File: config.mk
export PLATFORM = sky130hd
export DESIGN_NAME = stream_demux_router_flat
export DESIGN_NICKNAME = d
export VERILOG_FILES = /design/src/rtl/stream_demux_router_if.sv /design/src/rtl/stream_demux_router.sv /design/src/flat_wrapper.sv
export SDC_FILE = /design/constraint.sdc
export NUM_CORES = 1
export LEC_CHECK = 0
export BUFFER_PORTS_ARGS = -buffer_cell sky130_fd_sc_hd__clkbuf_2
export CORE_ASPECT_RATIO = 1.75
export CORE_UTILIZATION = 24
export DETAILED_ROUTE_END_ITERATION = 10
export REMOVE_ABC_BUFFERS = 1
export SLEW_MARGIN = 20
export SYNTH_ARGS = -nofsm -noshare
export SYNTH_HDL_FRONTEND = slang
export SYNTH_SLANG_ARGS = --single-unit
File: constraint.sdc
create_clock -name clk -period 2.4 [get_ports clk]
set_clock_uncertainty 0.2 [all_clocks]
set_input_delay 0.24 -clock clk [delete_from_list [all_inputs] [get_ports clk]]
set_output_delay 0.24 -clock clk [all_outputs]
set_load 0.02 [all_outputs]
File: src/rtl/stream_demux_router_if.sv
// Handshake bundle between a stream source, the demux router and its N_CH consumers.
// slave is the router's view; master is the view of whoever drives the stream and consumers.
interface stream_demux_router_if #(
  parameter int DATA_W = 4,
  parameter int N_CH   = 8,
  parameter int SEL_W  = 3,
  parameter int CNT_W  = 8
) ();
  logic                     en;
  logic                     mode;
  logic [DATA_W-1:0]        in_data;
  logic [SEL_W-1:0]         in_sel;
  logic                     in_valid;
  logic                     in_ready;
  logic [N_CH*DATA_W-1:0]   out_data;
  logic [N_CH-1:0]          out_valid;
  logic [N_CH-1:0]          out_ready;
  logic [CNT_W-1:0]         drop_cnt;

  modport slave (
    input  en, mode, in_data, in_sel, in_valid, out_ready,
    output in_ready, out_data, out_valid, drop_cnt
  );

  modport master (
    output en, mode, in_data, in_sel, in_valid, out_ready,
    input  in_ready, out_data, out_valid, drop_cnt
  );
endinterface

File: src/rtl/stream_demux_router.sv
// 1:N_CH valid/ready demux with broadcast, one-entry register per channel, 1-cycle latency.
// in_ready is combinational from out_ready/mode/en/in_sel; bad selects are sunk and counted.
module stream_demux_router #(
  parameter int DATA_W = 4,
  parameter int N_CH   = 8,
  parameter int SEL_W  = 3,
  parameter int CNT_W  = 8
) (
  input  logic                 clk,
  input  logic                 rst,
  stream_demux_router_if.slave bus
);

  logic [N_CH-1:0]              valid_q;
  logic [N_CH-1:0][DATA_W-1:0]  data_q;
  logic [CNT_W-1:0]             drop_q;

  logic [N_CH-1:0] free;
  logic [N_CH-1:0] sel_hit;
  logic            sel_ok;
  logic            ready;
  logic            acc;
  logic            drop;
  logic [N_CH-1:0] load;

  assign free = ~valid_q | bus.out_ready;

  // One-hot decode avoids indexing past N_CH when in_sel is out of range.
  always_comb begin
    sel_hit = '0;
    for (int i = 0; i < N_CH; i++) begin
      sel_hit[i] = (int'(bus.in_sel) == i);
    end
  end

  assign sel_ok = |sel_hit;

  always_comb begin
    ready = 1'b0;
    if (bus.en) begin
      if (bus.mode) begin
        ready = &free;
      end else if (sel_ok) begin
        ready = |(sel_hit & free);
      end else begin
        ready = 1'b1;
      end
    end
  end

  assign acc  = bus.in_valid & ready;
  assign drop = acc & ~bus.mode & ~sel_ok;

  always_comb begin
    load = '0;
    for (int i = 0; i < N_CH; i++) begin
      load[i] = acc & (bus.mode | sel_hit[i]);
    end
  end

  // A load takes priority over a drain on the same lane, giving full throughput.
  always_ff @(posedge clk) begin
    if (rst) begin
      valid_q <= '0;
      data_q  <= '0;
    end else begin
      for (int i = 0; i < N_CH; i++) begin
        if (load[i]) begin
          valid_q[i] <= 1'b1;
          data_q[i]  <= bus.in_data;
        end else if (valid_q[i] && bus.out_ready[i]) begin
          valid_q[i] <= 1'b0;
          data_q[i]  <= '0;
        end
      end
    end
  end

  always_ff @(posedge clk) begin
    if (rst) begin
      drop_q <= '0;
    end else if (drop && (drop_q != {CNT_W{1'b1}})) begin
      drop_q <= drop_q + CNT_W'(1);
    end
  end

  assign bus.in_ready  = ready;
  assign bus.out_valid = valid_q;
  assign bus.out_data  = data_q;
  assign bus.drop_cnt  = drop_q;

endmodule

File: src/flat_wrapper.sv
// flat-port wrapper written by rule: the top's interface ports become plain ports
module stream_demux_router_flat 
#(
  parameter int DATA_W = 4,
  parameter int N_CH   = 8,
  parameter int SEL_W  = 3,
  parameter int CNT_W  = 8
)
  (clk, rst, bus_en, bus_mode, bus_in_data, bus_in_sel, bus_in_valid, bus_out_ready, bus_in_ready, bus_out_data, bus_out_valid, bus_drop_cnt);
  stream_demux_router_if #(.DATA_W(DATA_W), .N_CH(N_CH), .SEL_W(SEL_W), .CNT_W(CNT_W)) bus_i ();
  input  logic clk;
  input  logic rst;
  input wire logic [$bits(bus_i.en)-1:0] bus_en;
  input wire logic [$bits(bus_i.mode)-1:0] bus_mode;
  input wire logic [$bits(bus_i.in_data)-1:0] bus_in_data;
  input wire logic [$bits(bus_i.in_sel)-1:0] bus_in_sel;
  input wire logic [$bits(bus_i.in_valid)-1:0] bus_in_valid;
  input wire logic [$bits(bus_i.out_ready)-1:0] bus_out_ready;
  output wire logic [$bits(bus_i.in_ready)-1:0] bus_in_ready;
  output wire logic [$bits(bus_i.out_data)-1:0] bus_out_data;
  output wire logic [$bits(bus_i.out_valid)-1:0] bus_out_valid;
  output wire logic [$bits(bus_i.drop_cnt)-1:0] bus_drop_cnt;
  assign bus_i.en = bus_en;
  assign bus_i.mode = bus_mode;
  assign bus_i.in_data = bus_in_data;
  assign bus_i.in_sel = bus_in_sel;
  assign bus_i.in_valid = bus_in_valid;
  assign bus_i.out_ready = bus_out_ready;
  assign bus_in_ready = bus_i.in_ready;
  assign bus_out_data = bus_i.out_data;
  assign bus_out_valid = bus_i.out_valid;
  assign bus_drop_cnt = bus_i.drop_cnt;
  stream_demux_router #(.DATA_W(DATA_W), .N_CH(N_CH), .SEL_W(SEL_W), .CNT_W(CNT_W)) u_core (.clk(clk), .rst(rst), .bus(bus_i));
endmodule
---- After elaboration in Yosys (flattened, before gate mapping) ----
Cells that the tools add are included.
storage, ports and cells
  bits in registers ....................... 48
  logic and storage cells ................. 106
  output and inout bits ................... 49
  input port bits ......................... 20
operators by class
  bitwise operators ....................... 24
  equal/unequal tests ..................... 8
  $add $sub $neg .......................... 1
  reductions and logical operators ........ 21
  mux-type cells .......................... 35
operators with widths
  kind                                                              count
  4-bit 2-to-1 mux                                                  16
  1-bit 2-to-1 mux                                                  19
  2-bit nonzero test                                                8
  8-bit OR reduction                                                2
  3-bit == test (second input constant)                             4
  1-bit AND                                                         11
  1-bit logical AND                                                 9
  8-bit by 1-bit adder with 8-bit output (second input constant)    1
  8-bit AND                                                         1
  8-bit != test (second input constant)                             1
  8-bit inverter                                                    1
  1-bit bitwise OR                                                  8
  8-bit bitwise OR                                                  1
  8-bit AND reduction                                               1
  3-bit by 2-bit == test with 1-bit output (second input constant)  2
  3-bit by 1-bit == test with 1-bit output (second input constant)  1
  3-bit zero test                                                   1
  1-bit inverter                                                    2

---- Logic depth before layout (Yosys ltp) ----
Gate-level depths: netlist of the first run.
  depth after elaboration ................. 11
  mapped depth ............................ 6
  mapped depth without buffers ............ 5

---- Worst setup path after synthesis of the first run ----
OpenSTA, ideal clock, no wires.
  path type ............................... register -> register
  start point ............................. register u_core.valid_q[3], in the netlist u_core.bus.out_valid[3]
  end point ............................... register u_core.data_q (netlist bit u_core.bus.out_data[27])
  path slack .............................. 0.387 ns
  arrival time ............................ 1.736 ns
  cell stages (with the launch flop) ...... 6
  clock period less this slack ............ 2.013 ns
  path through ............................ dfxtp_1 -> nand2b_4 -> a311o_1 -> o32a_4 -> o221a_1 -> o22ai_1
between the ends
  longest elaborated chain between the ends .. 10
  elaborated cells between the ends (all ways) .. 12
  those cells by class .................... 4 x mux; 5 x bitwise; 3 x reduce/logical
ends and longest elaborated chain
  item                                                           line                       text
  start: declaration                                             stream_demux_router.sv:14  logic [N_CH-1:0] valid_q;
  start signal: assignment                                       stream_demux_router.sv:64  valid_q <= '0;
  start signal: indexed assignment                               stream_demux_router.sv:69  valid_q[i] <= 1'b1;
  start signal: indexed assignment                               stream_demux_router.sv:72  valid_q[i] <= 1'b0;
  8-bit inverter *                                               stream_demux_router.sv:26  assign free = ~valid_q | bus.out_ready;
  8-bit bitwise OR *                                             stream_demux_router.sv:26
  8-bit AND                                                      stream_demux_router.sv:44  ready = |(sel_hit & free);
  8-bit OR reduction                                             stream_demux_router.sv:44
  1-bit 2-to-1 mux                                               stream_demux_router.sv:43  end else if (sel_ok) begin
  1-bit 2-to-1 mux *                                             stream_demux_router.sv:41  if (bus.mode) begin
  1-bit 2-to-1 mux *                                             stream_demux_router.sv:40  if (bus.en) begin
  1-bit AND *                                                    stream_demux_router.sv:51  assign acc = bus.in_valid & ready;
  1-bit AND *                                                    stream_demux_router.sv:57  load[i] = acc & (bus.mode | sel_hit[i]);
  4-bit 2-to-1 mux / 2-bit nonzero test (equally long branches)  n/a
  end signal: indexed assignment                                 stream_demux_router.sv:70  data_q[i] <= bus.in_data;
  end: declaration                                               stream_demux_router.sv:15  logic [N_CH-1:0][DATA_W-1:0] data_q;
Mark *: on every way between the ends. The rest lies on a longest branch, timed or not.
A chain may end at the register's enable or synchronous reset.

---- Final worst setup path of the first run ----
  start point ............................. register u_core.valid_q[3], in the netlist u_core.bus.out_valid[3]
  end point ............................... output bus_in_ready
between the ends
  longest elaborated chain between the ends .. 7
  elaborated cells between the ends (all ways) .. 8
  those cells by class .................... 3 x mux; 3 x bitwise; 2 x reduce/logical
ends and longest elaborated chain
  item                line                       text
  8-bit inverter *    stream_demux_router.sv:26
  8-bit bitwise OR *  stream_demux_router.sv:26
  8-bit AND           stream_demux_router.sv:44
  8-bit OR reduction  stream_demux_router.sv:44
  1-bit 2-to-1 mux    stream_demux_router.sv:43
  1-bit 2-to-1 mux *  stream_demux_router.sv:41
  1-bit 2-to-1 mux *  stream_demux_router.sv:40
  end: declaration    flat_wrapper.sv:19         output wire logic [$bits(bus_i.in_ready)-1:0] bus_in_ready;
Marked as above.

==> run metrics, run 1 <==
routability cong. between 0.8 and 0.9; cell family with most CP delay compound AO/OA/AOI/OAI gates; run status finished clean; number of flops mapped to enable cells by yosys 0; setup_tns 0 ns; Die H ~120 um; Reg power frac a little under half; Logic pwr share between 10% and 20%; clock power share a little under two fifths; unrepaired setup endpoints after global routing no; Util after Layout around a third; Longest Clk Path Bufs 2; Storage cell area between 900 and 1000 um2; Avg WL per Cell ~16 um; Max Slew Vio Count 0; GRT Total Usage around 15%; Hold Path Sink u_core.bus.out_valid[3]; critical path's largest stage delay approximately 0.41 ns; DR iter-0 viols 72; MaxCap Viol Count 0; commonest non-fill, non-tap cell in the layout clkbuf_2; Die ar. 8100 um2; Post-Synthesis Cells approximately 180; r2r endpoint u_core.bus.out_valid[1]; footprint of the multi-input gates between 800 and 900 um2; Final period util 96.6%; CP bufs+invs 1; final hold viol count 0; Max Freq about 430 MHz; Sink Count 48; required time worst endpoint 1.96 ns; postcts setup bufs 0; maximum vdd drop 0.000285 V; Tightest Pin Transition a little under 0.5 ns; Post-Syn Area about 1900 um2; final instance area ~2500 um2; async set-reset flop share out of synthesis 0%; vias post-DR approximately 1700; CTS Root Cell clkbuf_16; worst skew pair latency between 0.2 and 0.3 ns; CTS tree built; flop-to-flop setup slack 0.36 ns; post-detailed-route count of antenna-violating nets 0; ys flop type dfxtp_1; P per Cell Area approximately 700 nW/um2; Core ar. between 7000 and 8000 um2; count of final setup violators 0; antenna violations before repair 0; total wire length 5.57 mm; largest net degree at the start of global routing 15; R2R Path Start u_core.bus.out_valid[3]; cells along the critical path nand2b_4, a311o_1, o32a_4, and3_1, clkbuf_2; first-pass GRT wire length roughly 8.7 mm; register bit total from synthesis 48; share of layout cells above drive strength 1 between 30% and 40%; drc violations 0; min-delay worst type in2reg; most frequent cells in the layout clkbuf_2 (68), dfxtp_1 (48), o2bb2ai_1 (24), buf_4 (18), o22ai_1 (16); GR Overflow Total 0; Hold WS ~0.086 ns; DP HPWL between 4 and 5 mm; Die X roughly 68 um; Yosys warnings 0; P_leak 1.07 nW; Final min period roughly 2.3 ns; Pint ~1.3 mW; 1st-pass router iterations 4; crit path kind reg2out; Crit. End Element output pin; # port buffers a little under 70; drt via density about 4.9; fin nets approximately 280; Antenna Cells 0; Worst slew margin roughly 68%; clock slew at reported path FFs ~0.060 ns; vias in the first global route around 1700; # placed instances 344; HP Start bus_out_ready[3]; Slowest-stage cell, CP o32a_4; H-Tree Depth 2; Avg Synthesized Cell Area 10.4 um2; switching share of total power 26.3%; synth unique cells 29; NetSw between 0.4 and 0.5 mW; maximum fanout along the worst path 8; Worst EP arrival 1.88 ns; r2r worst-path depth 5; Initial Util roughly a quarter; Hold Buf Count CTS 0; TritonCTS Buffers 5; final std cells w/o fill approximately 350; hold path depth 3; Placement Cell Area approximately 2400 um2; IO Pins 69; post-cts resize count 0; Worst Setup Start Kind register; post-synthesis sequential area ratio between 50% and 60%; Fillers between 800 and 900; Cell Rows 42; P&R area growth vs syn 37.1%
## synth_stat cells (all sizes together), types with 2 or more instances
library cell | number | area (um2)
a31oi | 2 | 12.5
o2bb2ai | 24 | 210
inv | 10 | 37.5
o31a | 6 | 52.6
dfxtp | 48 | 961
o22ai | 16 | 100
nand2 | 7 | 26.3
a21oi | 8 | 40.0
o221a | 2 | 22.5
a32oi | 5 | 43.8
and3 | 3 | 18.8
nor2b | 11 | 68.8
and4 | 2 | 17.5
buf | 2 | 8.75
nand2b | 10 | 70.1
nor2 | 3 | 11.3
clkbuf | 6 | 22.5
nand3 | 4 | 20.0
## power groups by stage
stage               Clock, mW  Combinational (mW)  Sequential, mW
floorplan                   0               0.121           0.896
global placement            0               0.282           0.861
detailed placement          0               0.284           0.862
CTS                     0.682               0.285           0.844
global route            0.711               0.307           0.848
finish                  0.661               0.282           0.844
## worst register-to-register path, cell delays in order (launching register included)
cell and delay (ns):
dfxtp_1 0.40, nand2b_4 0.08, a311o_1 0.39, o32a_4 0.41, nand2_1 0.28, o22ai_1 0.15
## how the worst max path moves through the flow
stage	cells after the start	startpoint	endpoint	slack, ns
floorplan	5	u_core.bus.out_valid[3]	u_core.bus.out_data[27]	0.39
global placement	6	bus_out_ready[7]	bus_in_ready	0.34
detailed placement	7	bus_in_sel[0]	u_core.bus.out_valid[1]	0.31
CTS	5	u_core.bus.out_valid[3]	bus_in_ready	0.07
global route	5	u_core.bus.out_valid[3]	bus_in_ready	0.007
finish	5	u_core.bus.out_valid[3]	bus_in_ready	0.08
## per-layer routing
metal	global-route usage, %	vias to the layer above	routed length (um)	part of all wire (%)
met5	0	-	0	0
met2	25.1	55	2940	53
li1	-	845	-	-
met4	6.12	0	136	2.4
met3	3.86	10	359	6.4
met1	16.2	808	2130	38
## stage by stage
stage,total power [mW],setup slack (ns)
5_1_grt,1.86,0.00749
3_5_place_dp,1.15,0.311
2_1_floorplan,1.02,0.387
4_1_cts,1.81,0.0722
3_3_place_gp,1.14,0.343
6_report,1.79,0.0817
## area by class of cell
cell class	count	area share (%)
clock buffers	6	5.07
repair buffers	86	18.7
flip-flops and latches	48	37.8
well taps	88	4.33
multi-input cells	112	32.4
inverters	10	1.48
clock inverters	1	0.197
## registers in the layout (all words and copies together) (netlist names)
signal,flops
u_core.bus.drop_cnt,8
u_core.bus.out_data,32
u_core.bus.out_valid,8
## logic make-up (layout without fill, tap and decap cells)
family	Yosys count	after routing	synth area share (%)
buf+inv	18	103	3.71
flops	48	48	51.8
compound gates	69	69	30.0
simple gates	42	42	13.3
mux	1	1	1.21
No activity file was read; power rests on OpenSTA's default activity.
==> run 2: changes to the inputs <==
--- a/config.mk
+++ b/config.mk
@@ -9,6 +9,7 @@
 export CORE_ASPECT_RATIO = 1.75
 export CORE_UTILIZATION = 24
 export DETAILED_ROUTE_END_ITERATION = 10
+export MAX_ROUTING_LAYER = met4
 export REMOVE_ABC_BUFFERS = 1
 export SLEW_MARGIN = 20
 export SYNTH_ARGS = -nofsm -noshare
==> run 2 against run 1 <==
  * Critical path depth unchanged
  * Fmax up 0.65%
  * First-iteration DRC count down 8.3%
  * Hold slack worse by 0.0071 ns
  * Via count up 0.29%
  * Non-clock buffer count decreased by 1
==> run metrics, run 2 (same netlist as run 1, synthesis figures left out) <==
run status finished clean; commonest non-fill, non-tap cell in the layout clkbuf_2; required time worst endpoint 1.96 ns (about the same); final std cells w/o fill 351 (unchanged); Final min period 2.30 ns (-0.0151 ns); total wire length 5.57 mm (unchanged); Max Slew Vio Count 0 (unchanged); Avg WL per Cell 15.9 um (unchanged); Crit. End Element output pin; Core ar. 7510 um2 (unchanged); CP bufs+invs 1 (unchanged); vias in the first global route 1697 (-2.6%); Die X 68.4 um (unchanged); Tightest Pin Transition 0.472 ns (-0.0136 ns); cells along the critical path nand2b_1, mux4_2, o32a_4, and3_1, clkbuf_2; critical path's largest stage delay 0.53 ns (+0.12 ns); NetSw 0.483 mW (+2.8%); clock power share 38.7% (+1.7 points); Antenna Cells 0 (unchanged); Worst slew margin 68.5% (+0.91 points); Logic pwr share 15.3% (-0.5 points); IO Pins 69 (unchanged); Cell Rows 42 (unchanged); # placed instances 342 (-0.58%); HP Start bus_out_ready[3]; DP HPWL 4.22 mm (-2.5%); largest net degree at the start of global routing 21 (+6); Max Freq 434 MHz (+0.65%); worst skew pair latency 0.29 ns (about the same); H-Tree Depth 2 (unchanged); Reg power frac 46.0% (-1.2 points); # port buffers 68 (unchanged); R2R Path Start u_core.bus.out_valid[7]; GRT Total Usage 14.8% (+0.19 points); Initial Util 24.7% (unchanged); routability cong. 0.902 (+3.5%); GR Overflow Total 0 (unchanged); Die ar. 8100 um2 (unchanged); Hold Buf Count CTS 0 (unchanged); Die H 118 um (unchanged); drt via density 4.91 (+0.29%); clock slew at reported path FFs 0.06 ns (about the same); Largest register FFs 32 (unchanged); DR iter-0 viols 66 (-8.3%); antenna violations before repair 0 (unchanged); CTS Root Cell clkbuf_16; P_leak 1.07 nW (-0.24%); Sink Count 48 (unchanged); vias post-DR 1723 (+0.29%); P&R area growth vs syn 37.9%; MaxCap Viol Count 0 (unchanged); post-detailed-route count of antenna-violating nets 0 (unchanged); maximum fanout along the worst path 8 (unchanged); Longest Clk Path Bufs 2 (unchanged); Slowest-stage cell, CP mux4_2; unrepaired setup endpoints after global routing no; 1st-pass router iterations 4 (unchanged); Final period util 96.0% (-0.63 points); cell family with most CP delay multiplexers; min-delay worst type in2reg; fin nets 282 (-0.35%); Final WS setup 0.0968 ns (+0.0151 ns); switching share of total power 26.3% (+0.040 points); crit path kind reg2out; first-pass GRT wire length 8.50 mm (-2.1%); count of final setup violators 0 (unchanged); Pint 1.35 mW (+2.6%); Worst Setup Start Kind register; final hold viol count 0 (unchanged); P per Cell Area 718 nW/um2 (+2.1%); dpl ws 0.308 ns (-0.00344 ns); CTS tree built; Worst EP arrival 1.86 ns (-0.02 ns); maximum vdd drop 0.000333 V (+17%); worst setup path start u_core.bus.out_valid[7]; drc violations 0 (unchanged); share of layout cells above drive strength 1 37.6% (+0.76 points); Hold WS 0.0789 ns (-0.00713 ns); TritonCTS Buffers 5 (unchanged); setup_tns 0 ns (unchanged); most frequent cells in the layout clkbuf_2 (68), dfxtp_1 (47), o2bb2ai_1 (24), buf_4 (17), o22ai_1 (16)
-- run 2: changes by cell type in the layout (fill, tap and decap cells not counted), sizes merged --
cell      change
buf           -1
clkinvlp      +2
clkinv        -1
-- run 2: area by class of cell --
| cell class | instances | area, um2 |
|---|---|---|
| multi-input cells | 112 | 825 |
| fillers | 802 | 4960 |
| clock inverters | 2 | 15.0 |
| clock buffers | 6 | 139 |
| well taps | 88 | 110 |
| flip-flops and latches | 48 | 962 |
| inverters | 10 | 37.5 |
| repair buffers | 85 | 468 |
-- run 2: worst min-delay path: stages --
cell and delay, ns:
clkbuf_2 0.09, nand2b_4 0.13, o22ai_1 0.07
-- run 2: power by group through the flow --
| stage | Sequential [mW] | Clock [mW] | Combinational [mW] |
|---|---|---|---|
| final | 0.844 | 0.709 | 0.281 |
| after global placement | 0.862 | 0 | 0.282 |
| after CTS | 0.844 | 0.741 | 0.282 |
| after floorplan | 0.896 | 0 | 0.121 |
| after global routing | 0.848 | 0.769 | 0.304 |
| after detailed placement | 0.862 | 0 | 0.282 |
-- run 2: through the flow --
step / cell area [um2] / utilization [%] / total power [mW]
2_1_floorplan: 1820 / - / 1.02
3_3_place_gp: 2390 / 31.9 / 1.14
5_1_grt: 2560 / 34.0 / 1.92
6_report: 2560 / 34.0 / 1.83
3_5_place_dp: 2390 / 31.9 / 1.14
4_1_cts: 2550 / 33.9 / 1.87
-- run 2: path summary, 6_finish.rpt --
check                                                to  slack, ns  cells after the start
worst max-delay path                       bus_in_ready        0.1                      5
worst min-delay path            u_core.bus.out_valid[3]       0.08                      3
worst max register to register   u_core.bus.out_data[5]       0.30                      7
worst min register to register  u_core.bus.out_data[26]       0.25                      2
-- run 2: layer usage --
metal  GRT usage (%)  vias up  part of all wire, %  wire [um]
met5               -        -                    0          0
met4            7.16        0                  2.8        156
met3            3.47       11                  5.1        286
met2            23.5       58                   51       2830
met1            16.9      798                   41       2290
li1                -      856                    -          -
-- run 2: timing repair --
action / 4_1_cts / 5_1_grt
endpoints found under the setup margin: 0 / 1
resized for setup: 0 / 1
buffers inserted: 0 / 1
==> run 3: changes to the inputs <==
==> constraint.sdc (replaced) <==
create_clock -name clk -period 1.9 [get_ports clk]
set_clock_uncertainty 0.2 [all_clocks]
set_input_delay 0.19 -clock clk [delete_from_list [all_inputs] [get_ports clk]]
set_output_delay 0.19 -clock clk [all_outputs]
set_load 0.02 [all_outputs]
==> run 3 against run 2 <==
  * The run now ends with negative setup slack left
  * Sequential share of layout area is 4.3 points lower
  * Critical path depth unchanged
  * Clock power up 25%
  * Critical path type unchanged
==> run metrics, run 3 (same netlist as run 1, synthesis figures left out) <==
P&R area growth vs syn 56.5%; share of layout cells above drive strength 1 50.9% (+13 points); M2 GR Usage 26.7% (+3.1 points); Storage cell area 968 um2 (+0.65%); DR iter-0 viols 54 (-18%); Fillers 766 (-4.5%); unrepaired setup endpoints after global routing yes; H-Tree Depth 2 (unchanged); TritonCTS Buffers 5 (unchanged); Largest register FFs 32 (unchanged); vias in the first global route 1852 (+9.1%); drt via density 4.93 (+0.38%); failing checks negative setup slack; GR peak layer met2; MaxCap Viol Count 0 (unchanged); min-delay worst type in2reg; GR Overflow Total 0 (unchanged); worst skew pair latency 0.29 ns (about the same); GRT Total Usage 16.3% (+1.4 points); Die H 118 um (unchanged); Initial Util 24.7% (unchanged); fin nets 304 (+7.8%); crit path kind reg2out; DP HPWL 4.50 mm (+6.6%); required time worst endpoint 1.51 ns (-0.45 ns); Util after Layout 38.6% (+4.6 points); largest net degree at the start of global routing 15 (-29%); antenna violations before repair 0 (unchanged); count of final setup violators 39 (+39); Worst slew margin 72.2% (+3.8 points); 1st-pass router iterations 4 (unchanged); final hold viol count 0 (unchanged); Crit. End Element output pin; Die X 68.4 um (unchanged); Core ar. 7510 um2 (unchanged); Cell Rows 42 (unchanged); Longest Clk Path Bufs 2 (unchanged); Die ar. 8100 um2 (unchanged); clock slew at reported path FFs 0.06 ns (about the same); footprint of the multi-input gates 970 um2 (+18%); # port buffers 68 (unchanged); P per Cell Area 825 nW/um2 (+15%); maximum vdd drop 0.000336 V (+0.82%); maximum fanout along the worst path 3 (-5); routability cong. 0.907 (+0.63%); drc violations 0 (unchanged); Final min period 2.10 ns; P_leak 1.25 nW (+16%); Global Route met3 Usage 3.67% (+0.19 points); Final period util 110%; post-detailed-route count of antenna-violating nets 0 (unchanged); vias post-DR 1838 (+6.7%); Worst EP arrival 1.71 ns (-0.15 ns); Hold WS 0.0329 ns (-0.0460 ns); IO Pins 69 (unchanged); Antenna Cells 0 (unchanged); CTS Root Cell clkbuf_16; Sink Count 48 (unchanged); first-pass GRT wire length 9.37 mm (+10%); met1 Usage GRT 17.9% (+1.0 points); Tightest Pin Transition 0.415 ns (-0.0569 ns); Max Freq 477 MHz; Avg WL per Cell 16.0 um (+0.62%); Hold Buf Count CTS 0 (unchanged); Max Slew Vio Count 0 (unchanged); Final WS setup -0.195 ns (-0.292 ns); Worst Setup Start Kind register; most frequent cells in the layout clkbuf_2 (67), dfxtp_1 (42), buf_4 (32), o2bb2ai_1 (16), o22ai_1 (13); total wire length 5.96 mm (+6.9%); CTS tree built; run status complete, but fails checks; commonest non-fill, non-tap cell in the layout clkbuf_2
run 3: cell types whose count changed in the layout (fill, tap and decap cells not counted), moves of 2 or more:
cell / previous run / this run
buf_4: 17 / 32
o2bb2ai_1: 24 / 16
o2bb2ai_2: 0 / 8
buf_6: 0 / 7
dfxtp_1: 47 / 42
dfxtp_2: 1 / 6
nand2b_1: 9 / 5
nand2b_4: 1 / 5
o22ai_1: 16 / 13
o22ai_2: 0 / 3
clkbuf_1: 0 / 2
clkinvlp_4: 2 / 0
o221a_1: 2 / 0
o221a_4: 0 / 2
run 3: what timing repair did:
action                                  CTS  global route
gates resized for setup                  21            17
endpoints found under the setup margin   33            41
pin swaps                                 9             6
endpoints found under the hold margin     0             0
setup buffers                             2             1
cloned                                    0             0
run 3: where the power goes:
part           switching, mW  leakage (nW)  total [mW]  internal [mW]
sequential            0.0246         0.392        1.07           1.05
combinational          0.246         0.783       0.440          0.194
clock                  0.360        0.0712       0.885          0.525
run 3: area by class of cell:
class | instances | area share [%]
Multi-Input combinational cell | 112 | 33.4
Sequential cell | 48 | 33.4
Timing Repair Buffer | 107 | 23.1
Clock buffer | 8 | 5.05
Tap cell | 88 | 3.79
Inverter | 10 | 1.29
run 3: metal layers:
layer,share of wire (%),vias to the layer above
met5,0,-
met2,54,51
met1,39,882
met4,2.5,0
li1,-,895
met3,4.5,10
run 3: path summary, 6_finish.rpt:
kind | from | end | slack (ns) | cells after the start
worst max-delay path | u_core.bus.out_valid[7] | bus_in_ready | -0.20 | 5
worst min-delay path | bus_out_ready[6] | u_core.bus.out_valid[6] | 0.03 | 3
worst max register to register | u_core.bus.out_valid[7] | u_core.bus.out_data[29] | -0.13 | 6
worst min register to register | u_core.bus.out_data[27] | u_core.bus.out_data[27] | 0.25 | 2
run 3: worst max-delay path: stages, from the launching register on:
cell and delay, ns:
dfxtp_2 0.35, nand2b_4 0.06, mux4_2 0.49, o32a_4 0.24
and3_4 0.16, buf_8 0.12
run 3: metrics by stage:
step	power, mW	instances	setup TNS [ns]	area, um2	setup WS [ns]
after floorplan	1.28	170	-2.44	1820	-0.113
after global placement	1.48	362	-1.60	2540	-0.0587
after detailed placement	1.48	362	-1.88	2540	-0.0920
after CTS	2.40	372	-2.10	2810	-0.188
after global routing	2.51	373	-5.44	2900	-0.233
final	2.40	373	-2.82	2900	-0.195
